`src/rtl/pipe_stage_skid.sv`:
```
// Pipeline register stage: a LANES-wide bundle with per-lane valids behind a
// valid/ready handshake, a 2-entry (head + skid) buffer and a synchronous flush.
module pipe_stage_skid #(
  parameter int WIDTH = 16,
  parameter int LANES = 2
) (
  input  logic                   clk,
  input  logic                   rst,
  input  logic [LANES-1:0]       in_valid,
  input  logic [LANES*WIDTH-1:0] in_data,
  output logic                   in_ready,
  output logic [LANES-1:0]       out_valid,
  output logic [LANES*WIDTH-1:0] out_data,
  input  logic                   out_ready,
  input  logic                   flush,
  output logic [1:0]             count
);

  // Handshake: a bundle moves on a rising edge when its side's valid has at
  // least one lane set and the matching ready is high in that cycle. An
  // all-zero valid vector is a bubble and never transfers. in_ready depends
  // only on registered occupancy, never on out_ready.

  typedef enum logic [1:0] {
    ST_EMPTY = 2'd0,
    ST_ONE   = 2'd1,
    ST_FULL  = 2'd2
  } state_e;

  state_e                 state_q, state_d;
  logic [LANES-1:0]       head_valid_q, head_valid_d;
  logic [LANES*WIDTH-1:0] head_data_q,  head_data_d;
  logic [LANES-1:0]       skid_valid_q, skid_valid_d;
  logic [LANES*WIDTH-1:0] skid_data_q,  skid_data_d;

  logic accept;
  logic pop;

  assign in_ready  = (state_q != ST_FULL);
  assign out_valid = (state_q == ST_EMPTY) ? '0 : head_valid_q;
  assign out_data  = head_data_q;
  assign count     = state_q;

  assign accept = (|in_valid) && in_ready;
  assign pop    = (|out_valid) && out_ready;

  always_comb begin
    state_d      = state_q;
    head_valid_d = head_valid_q;
    head_data_d  = head_data_q;
    skid_valid_d = skid_valid_q;
    skid_data_d  = skid_data_q;

    unique case (state_q)
      ST_EMPTY: begin
        if (accept) begin
          state_d      = ST_ONE;
          head_valid_d = in_valid;
          head_data_d  = in_data;
        end
      end
      ST_ONE: begin
        if (accept && pop) begin
          head_valid_d = in_valid;
          head_data_d  = in_data;
        end else if (accept) begin
          state_d      = ST_FULL;
          skid_valid_d = in_valid;
          skid_data_d  = in_data;
        end else if (pop) begin
          state_d = ST_EMPTY;
        end
      end
      ST_FULL: begin
        if (pop) begin
          state_d      = ST_ONE;
          head_valid_d = skid_valid_q;
          head_data_d  = skid_data_q;
        end
      end
      default: state_d = ST_EMPTY;
    endcase

    // Flush empties the stage but leaves head data in place so out_data
    // keeps showing the last bundle while idle.
    if (flush) begin
      state_d      = ST_EMPTY;
      head_valid_d = head_valid_q;
      head_data_d  = head_data_q;
      skid_valid_d = skid_valid_q;
      skid_data_d  = skid_data_q;
    end
  end

  always_ff @(posedge clk) begin
    if (rst) begin
      state_q      <= ST_EMPTY;
      head_valid_q <= '0;
      head_data_q  <= '0;
      skid_valid_q <= '0;
      skid_data_q  <= '0;
    end else begin
      state_q      <= state_d;
      head_valid_q <= head_valid_d;
      head_data_q  <= head_data_d;
      skid_valid_q <= skid_valid_d;
      skid_data_q  <= skid_data_d;
    end
  end

endmodule

```
`config.mk`:
```
export PLATFORM = sky130hd
export DESIGN_NAME = pipe_stage_skid
export DESIGN_NICKNAME = d
export VERILOG_FILES = /design/src/rtl/pipe_stage_skid.sv
export SDC_FILE = /design/constraint.sdc
export NUM_CORES = 1
export LEC_CHECK = 0
export ABC_AREA = 1
export BUFFER_PORTS_ARGS = -buffer_cell sky130_fd_sc_hd__buf_2
export CAP_MARGIN = 20
export CORE_AREA = 2 2 87 89
export CTS_BUF_LIST = sky130_fd_sc_hd__clkbuf_8
export DETAILED_ROUTE_END_ITERATION = 12
export DIE_AREA = 0 0 89 91
export PLACE_DENSITY = 0.72
export SETUP_SLACK_MARGIN = 0.02
export SYNTH_ARGS = -nofsm -noshare
export SYNTH_HDL_FRONTEND = slang
export SYNTH_SLANG_ARGS = --single-unit
```
`constraint.sdc`:
```
create_clock -name clk -period 1.95 [get_ports clk]
set_clock_uncertainty 0.05 [all_clocks]
set_input_delay 0.0975 -clock clk [delete_from_list [all_inputs] [get_ports clk]]
set_output_delay 0.0975 -clock clk [all_outputs]
set_load 0.005 [all_outputs]
```
==> results of run 1 <==
## synth_stat cells
cell type	instances	area, µm²
sky130_fd_sc_hd__a21boi_0	1	7.51
sky130_fd_sc_hd__a21oi_1	35	175
sky130_fd_sc_hd__a21oi_2	1	8.76
sky130_fd_sc_hd__buf_1	10	37.5
sky130_fd_sc_hd__buf_2	7	35.0
sky130_fd_sc_hd__clkbuf_1	16	60.1
sky130_fd_sc_hd__dfxtp_1	70	1400
sky130_fd_sc_hd__inv_1	142	533
sky130_fd_sc_hd__inv_2	2	7.51
sky130_fd_sc_hd__nand2_1	108	405
sky130_fd_sc_hd__nand2_2	3	18.8
sky130_fd_sc_hd__nand3_1	4	20.0
sky130_fd_sc_hd__nand3_2	1	10.0
sky130_fd_sc_hd__nand4_1	34	213
sky130_fd_sc_hd__nor2_1	42	158
sky130_fd_sc_hd__o211a_1	1	10.0
sky130_fd_sc_hd__o21ai_0	68	340
sky130_fd_sc_hd__o21ai_1	1	5.00
## power groups by stage
stage                     registers [µW]  logic [µW]  clock network (µW)
after floorplan                     1620         376                   0
final                               1580         601                1050
after global routing                1590         698                1120
after global placement              1610         574                   0
after detailed placement            1610         589                   0
after CTS                           1580         602                1070
## layout by cell type, fill, tap and decap left out, types with 4 or more instances in the layout
cell / count
sky130_fd_sc_hd__clkbuf_8: 11
sky130_fd_sc_hd__dfxtp_1: 70
sky130_fd_sc_hd__buf_2: 74
sky130_fd_sc_hd__nor2_1: 42
sky130_fd_sc_hd__dlygate4sd3_1: 5
sky130_fd_sc_hd__a21oi_1: 35
sky130_fd_sc_hd__nand4_1: 34
sky130_fd_sc_hd__buf_4: 4
sky130_fd_sc_hd__o21ai_0: 68
sky130_fd_sc_hd__inv_1: 141
sky130_fd_sc_hd__nand2_1: 108
## layout make-up
class / count / share of cell area (%)
Clock inverter: 4 / 0.544
Tap cell: 99 / 2.99
Inverter: 144 / 13.1
Clock buffer: 11 / 3.66
Multi-Input combinational cell: 299 / 33.5
Timing Repair Buffer: 87 / 12.4
Sequential cell: 70 / 33.9
## cells by family after synthesis
kind of cell / Yosys count / synth area share [%]
AO/OA/AOI/OAI: 107 / 15.9
buffers and inverters: 177 / 19.5
flip-flops: 70 / 40.7
AND/OR/NAND/NOR: 192 / 23.9
## flip-flops by register name (all words and copies together) (netlist names)
| name | flops |
|---|---|
| count | 2 |
| head_valid_q | 2 |
| out_data | 32 |
| skid_data_q | 32 |
| skid_valid_q | 2 |
## critical path, cell delays in order (launching register included)
cell                      delay (ns)
sky130_fd_sc_hd__dfxtp_1        0.43
sky130_fd_sc_hd__inv_2          0.08
sky130_fd_sc_hd__nand2_2        0.09
sky130_fd_sc_hd__buf_4          0.49
sky130_fd_sc_hd__buf_2          0.22
## repair_timing
item / 4_1_cts / 5_1_grt
endpoints found under the setup margin: 0 / 26
gates resized for setup: 0 / 3
hold buffers: 5 / 0
endpoints found under the hold margin: 5 / 0
## final timing paths
kind / end / slack [ns]
worst max-delay path: in_ready / 0.14
worst min register to register: skid_data_q[19] / 0.39
worst max register to register: out_data[7] / 0.17
worst min-delay path: skid_data_q[17] / 0.003
## metal layers
metal	global-route usage, %	up-vias
met1	23.1	1555
met2	36.2	80
met3	2.91	15
met4	8.83	0
met5	0	-
li1	-	1781
## through the flow
stage	hold WS (ns)	utilization, %	std cells
floorplan	0.204	-	546
CTS	0.00140	57.7	714
finish	0.00300	58.0	714
detailed placement	0.335	54.6	694
global route	0.0185	58.0	714
global placement	0.323	54.6	694
==> flow_summary_export.csv, run 1 <==
group,metric,value,unit
run_status,run_status,"complete, no violations",
finish,postLayoutCellArea,0.00414,mm²
synth,synthDistinctLibCells,18,
drt,route.detailed.drc,0,
placed_design,placed_cell_area,0.00390,mm²
synth,synth_seq_area_share,40.7,%
sta,max_clock_freq,554,MHz
floorplanning,std_cell_rows,31,
finish,multi_input_area,0.00138,mm²
sta,post-route-period-util,92.6,%
drt,drt-initial-drc-count,147,
clock_network,worst_setup_hold_path_clk_slew,0.08,ns
clock_network,clock_sinks,70,
placed_design,pre_cts_ws,0.198,ns
drt,drtPass1Iterations,5,
finish,seqCellArea,0.00140,mm²
power,report.power.total,3230,µW
floorplanning,floorplan.die.height,91,µm
worst_hold_path,hold_path_startpoint,"in_data[17]",
sta,hold_viol,0,
global_routing,number_of_global_route_vias_before_repair,3073,
power,swShare,28.9,%
sta,rsz_0062_raised_after_global_routing,"no",
synth,post_synth_instance_area,0.00345,mm²
placed_design,post-dp-hpwl,5.11,mm
sta,timing.max_slew.rel_slack,60.8,%
critical_path,worstSetupStartpointType,"flip-flop",
clock_network,cts.root.buffer_cell,"sky130_fd_sc_hd__clkbuf_8",
synth,synthesis.nets,584,
finish,syn2layout_area_growth,20.0,%
sta,finalWorstSetupSlack,0.144,ns
finish,num-fill-cells,710,
critical_path,ff2ff_path_depth,10,
critical_path,startpoint,"count[0]",
sta,timing.final.setup_violations,0,
worst_hold_path,hp-class,"primary input to flip-flop",
sta,slew_viol_final,0,
clock_network,cts.path.max_buffers,2,
global_routing,grt_antenna_before_repair,0,
clock_network,cts_tree,"done",
clock_network,clock_latency,0.34,ns
clock_network,cts_made_buffers,9,
synth,synthesis.yosys.warnings,0,
critical_path,criticalPathCategory,"flip-flop to output pin",
floorplanning,die_width,89,µm
sta,max_slew.worst_pin.slew,0.588,ns
drt,m1WireLength,3.42,mm
drt,detailroute.wirelength.met2,4.11,mm
drt,met3RoutedLength,356,µm
floorplanning,die_area,0.00810,mm²
power,vdd.ir_drop.worst,390,µV
power,power.static_leakage,0.00225,µW
finish,drive_above_1_share,17.2,%
global_routing,grt_overflow_total,0,
critical_path,cp.required,1.80,ns
global_routing,track_usage,20.2,%
power,power-per-cell-area,781,mW/mm²
finish,final_nets,649,
critical_path,cp-end-kind,"output pin",
clock_network,htreeDepth,3,
drt,wire_per_inst,11.3,µm
finish,insertedDiodeCount,0,
drt,highest_layer,"met4",
job,maxCapViolations,0,
global_routing,grt_first_pass_wirelength,13.2,mm
synth,syn-mean-instance-area,6.31,µm²
power,seq_power_share,48.9,%
drt,antenna_left,0,
drt,detailroute.via_count,3431,
floorplanning,placeableCoreArea,0.00714,mm²
placed_design,place.gp.congestion,0.897,
global_routing,grt_start_max_net_pins,70,
floorplanning,starting_utilization_of_the_core_area,48.3,%
drt,wl,8.06,mm
synth,synth.ff_latch_count,70,
worst_hold_path,whs_path_depth,3,
sta,setup-tns-final,0,ns
power,clockPowerShare,32.6,%
power,power_switching,934,µW
placed_design,port-buffer-count,74,
critical_path,crit_path_max_fanout,69,
clock_network,postCtsSetupRepairBufs,0,
sta,timing.final.crit_period,1.81,ns
drt,detailed_route_vias_per_instance,4.81,
power,pwr-share-comb,18.6,%
synth,syn_inst,546,
critical_path,crit_reg_reg_startpoint,"count[0]",
power,internal_power_component,2300,µW
floorplanning,top_level_ports,75,
critical_path,crit_arrival,1.66,ns
(Power assumes the default switching activity.)
==> run 2, diff against run 1 <==
--- a/config.mk
+++ b/config.mk
@@ -12,7 +12,7 @@
 export CTS_BUF_LIST = sky130_fd_sc_hd__clkbuf_8
 export DETAILED_ROUTE_END_ITERATION = 12
 export DIE_AREA = 0 0 89 91
-export PLACE_DENSITY = 0.72
+export PLACE_DENSITY = 0.75
 export SETUP_SLACK_MARGIN = 0.02
 export SYNTH_ARGS = -nofsm -noshare
 export SYNTH_HDL_FRONTEND = slang
==> flow_summary_export.csv, run 2 (synthesized netlist as in run 1, its figures left out) <==
group,metric,value,unit
floorplanning,die_area,0.00810,mm²
placed_design,port-buffer-count,74,
clock_network,cts_tree,"done",
finish,layout.cells.most_common_list,"141 x sky130_fd_sc_hd__inv_1, 108 x sky130_fd_sc_hd__nand2_1, 74 x sky130_fd_sc_hd__buf_2",
floorplanning,starting_utilization_of_the_core_area,48.3,%
drt,detailed_route_vias_per_instance,4.72,
finish,drive_above_1_share,17.2,%
floorplanning,floorplan.die.height,91,µm
sta,timing.final.crit_period,1.78,ns
sta,timing.max_slew.rel_slack,73.6,%
finish,utilization,59.1,%
power,power.static_leakage,0.00227,µW
critical_path,critical_path.most_common_cell,"sky130_fd_sc_hd__nor2_1",
global_routing,track_usage,20.1,%
drt,drt-initial-drc-count,159,
power,power-per-cell-area,804,mW/mm²
worst_hold_path,hp-class,"primary input to flip-flop",
critical_path,crit_arrival,2.01,ns
critical_path,critical-path-slowest-cell,"sky130_fd_sc_hd__dfxtp_1",
sta,hold_viol,0,
sta,slew_viol_final,0,
finish,insertedDiodeCount,0,
critical_path,worstSetupStartpointType,"flip-flop",
global_routing,grt_overflow_total,0,
placed_design,post-dp-hpwl,4.93,mm
critical_path,crit_path_max_fanout,24,
placed_design,placed_cell_area,0.00391,mm²
critical_path,cp.required,2.18,ns
drt,detailroute.via_count,3395,
clock_network,clock_latency,0.34,ns
clock_network,worst_setup_hold_path_clk_slew,0.08,ns
clock_network,cts.path.max_buffers,2,
critical_path,criticalPathCategory,"flip-flop to flip-flop",
critical_path,worst_path_largest_cell_delay,0.45,ns
finish,seqCellArea,0.00140,mm²
drt,route.detailed.drc,0,
global_routing,grt_first_pass_wirelength,13.0,mm
clock_network,clock_sinks,70,
critical_path,cp-end-kind,"flip-flop",
global_routing,grt_start_max_net_pins,69,
critical_path,ff2ff_setup_slack,0.17,ns
finish,syn2layout_area_growth,22.4,%
global_routing,grt_antenna_before_repair,0,
clock_network,cts.root.buffer_cell,"sky130_fd_sc_hd__clkbuf_8",
finish,stdcell_count,720,
finish,multi_input_area,0.00138,mm²
sta,max_slew.worst_pin.slew,0.396,ns
sta,max_clock_freq,561,MHz
job,maxCapViolations,0,
placed_design,placed_cells,694,
drt,wl,7.74,mm
finish,layout.cells.most_common,"sky130_fd_sc_hd__inv_1",
sta,rsz_0062_raised_after_global_routing,"no",
floorplanning,placeableCoreArea,0.00714,mm²
sta,post-route-period-util,91.4,%
global_routing,number_of_global_route_vias_before_repair,3065,
clock_network,htreeDepth,3,
drt,drtPass1Iterations,5,
critical_path,cp_cell_sequence,"nor2_1 -> a21oi_2 -> nand3_1 -> nand2_2 -> nand3_2 -> buf_12 -> nand2_1 -> inv_1 -> nor2_1",
drt,wire_per_inst,10.8,µm
floorplanning,std_cell_rows,31,
floorplanning,die_width,89,µm
finish,postLayoutCellArea,0.00422,mm²
power,vdd.ir_drop.worst,631,µV
run_status,run_status,"complete, no violations",
finish,final_nets,654,
drt,antenna_left,0,
sta,timing.final.setup_violations,0,
floorplanning,top_level_ports,75,
placed_design,place.gp.congestion,0.870,
clock_network,cts_made_buffers,9,
finish,num-fill-cells,721,
sta,setup-tns-final,0,ns
run 2: cell count changes in the layout (fill, tap and decap cells not counted), moves of 2 or more:
cell                            before  now
sky130_fd_sc_hd__dlygate4sd3_1       5   10
sky130_fd_sc_hd__buf_6               2    0
sky130_fd_sc_hd__clkinv_2            3    1
sky130_fd_sc_hd__clkinvlp_4          1    3
run 2: critical path: cells and delay by family, from the launching register on:
kind                   cells  cell delay [ns]
flip-flops                 1             0.45
AND/OR/NAND/NOR            6             0.75
AO/OA/AOI/OAI              1             0.17
buffers and inverters      2             0.29
run 2: metrics by stage:
stage,total power (µW),setup WS (ns),hold slack [ns]
floorplan,1990,0.388,0.204
global placement,2190,0.307,0.325
detailed placement,2200,0.217,0.327
CTS,3430,0.184,0.000254
global route,3600,0.0272,0.00656
finish,3390,0.169,0.00416
run 2: final timing paths:
check | from | to | depth (start not counted)
min reg2reg | skid_data_q[12] | skid_data_q[12] | 2
max reg2reg | count[1] | out_data[8] | 9
min | in_data[13] | skid_data_q[13] | 3
max | count[1] | out_data[8] | 9
run 2: timing repair:
item / 4_1_cts / 5_1_grt
gates resized for setup: 0 / 0
hold buffers: 10 / 0
buffers inserted: 0 / 0
hold endpoints to repair: 10 / 0
run 2: cell type report:
cell class	instances	area share [%]
Clock buffer	11	3.59
Clock inverter	5	1.36
Inverter	144	12.8
Multi-Input combinational cell	299	32.6
Sequential cell	70	33.2
Tap cell	99	2.94
Timing Repair Buffer	92	13.5
run 2: power by group:
part	switching [µW]	internal, µW
Sequential	46.5	1540
Clock	552	658
Combinational	350	249
Total	949	2440
run 2: routing by layer:
layer | vias to the layer above | wire length, µm | part of all wire, % | global-route usage [%]
met3 | 16 | 398 | 5.1 | 5.55
met4 | 0 | 161 | 2.1 | 7.59
met1 | 1503 | 3350 | 43 | 22.5
li1 | 1796 | - | - | -
met2 | 80 | 3830 | 49 | 35.4
met5 | - | 0 | 0 | 0
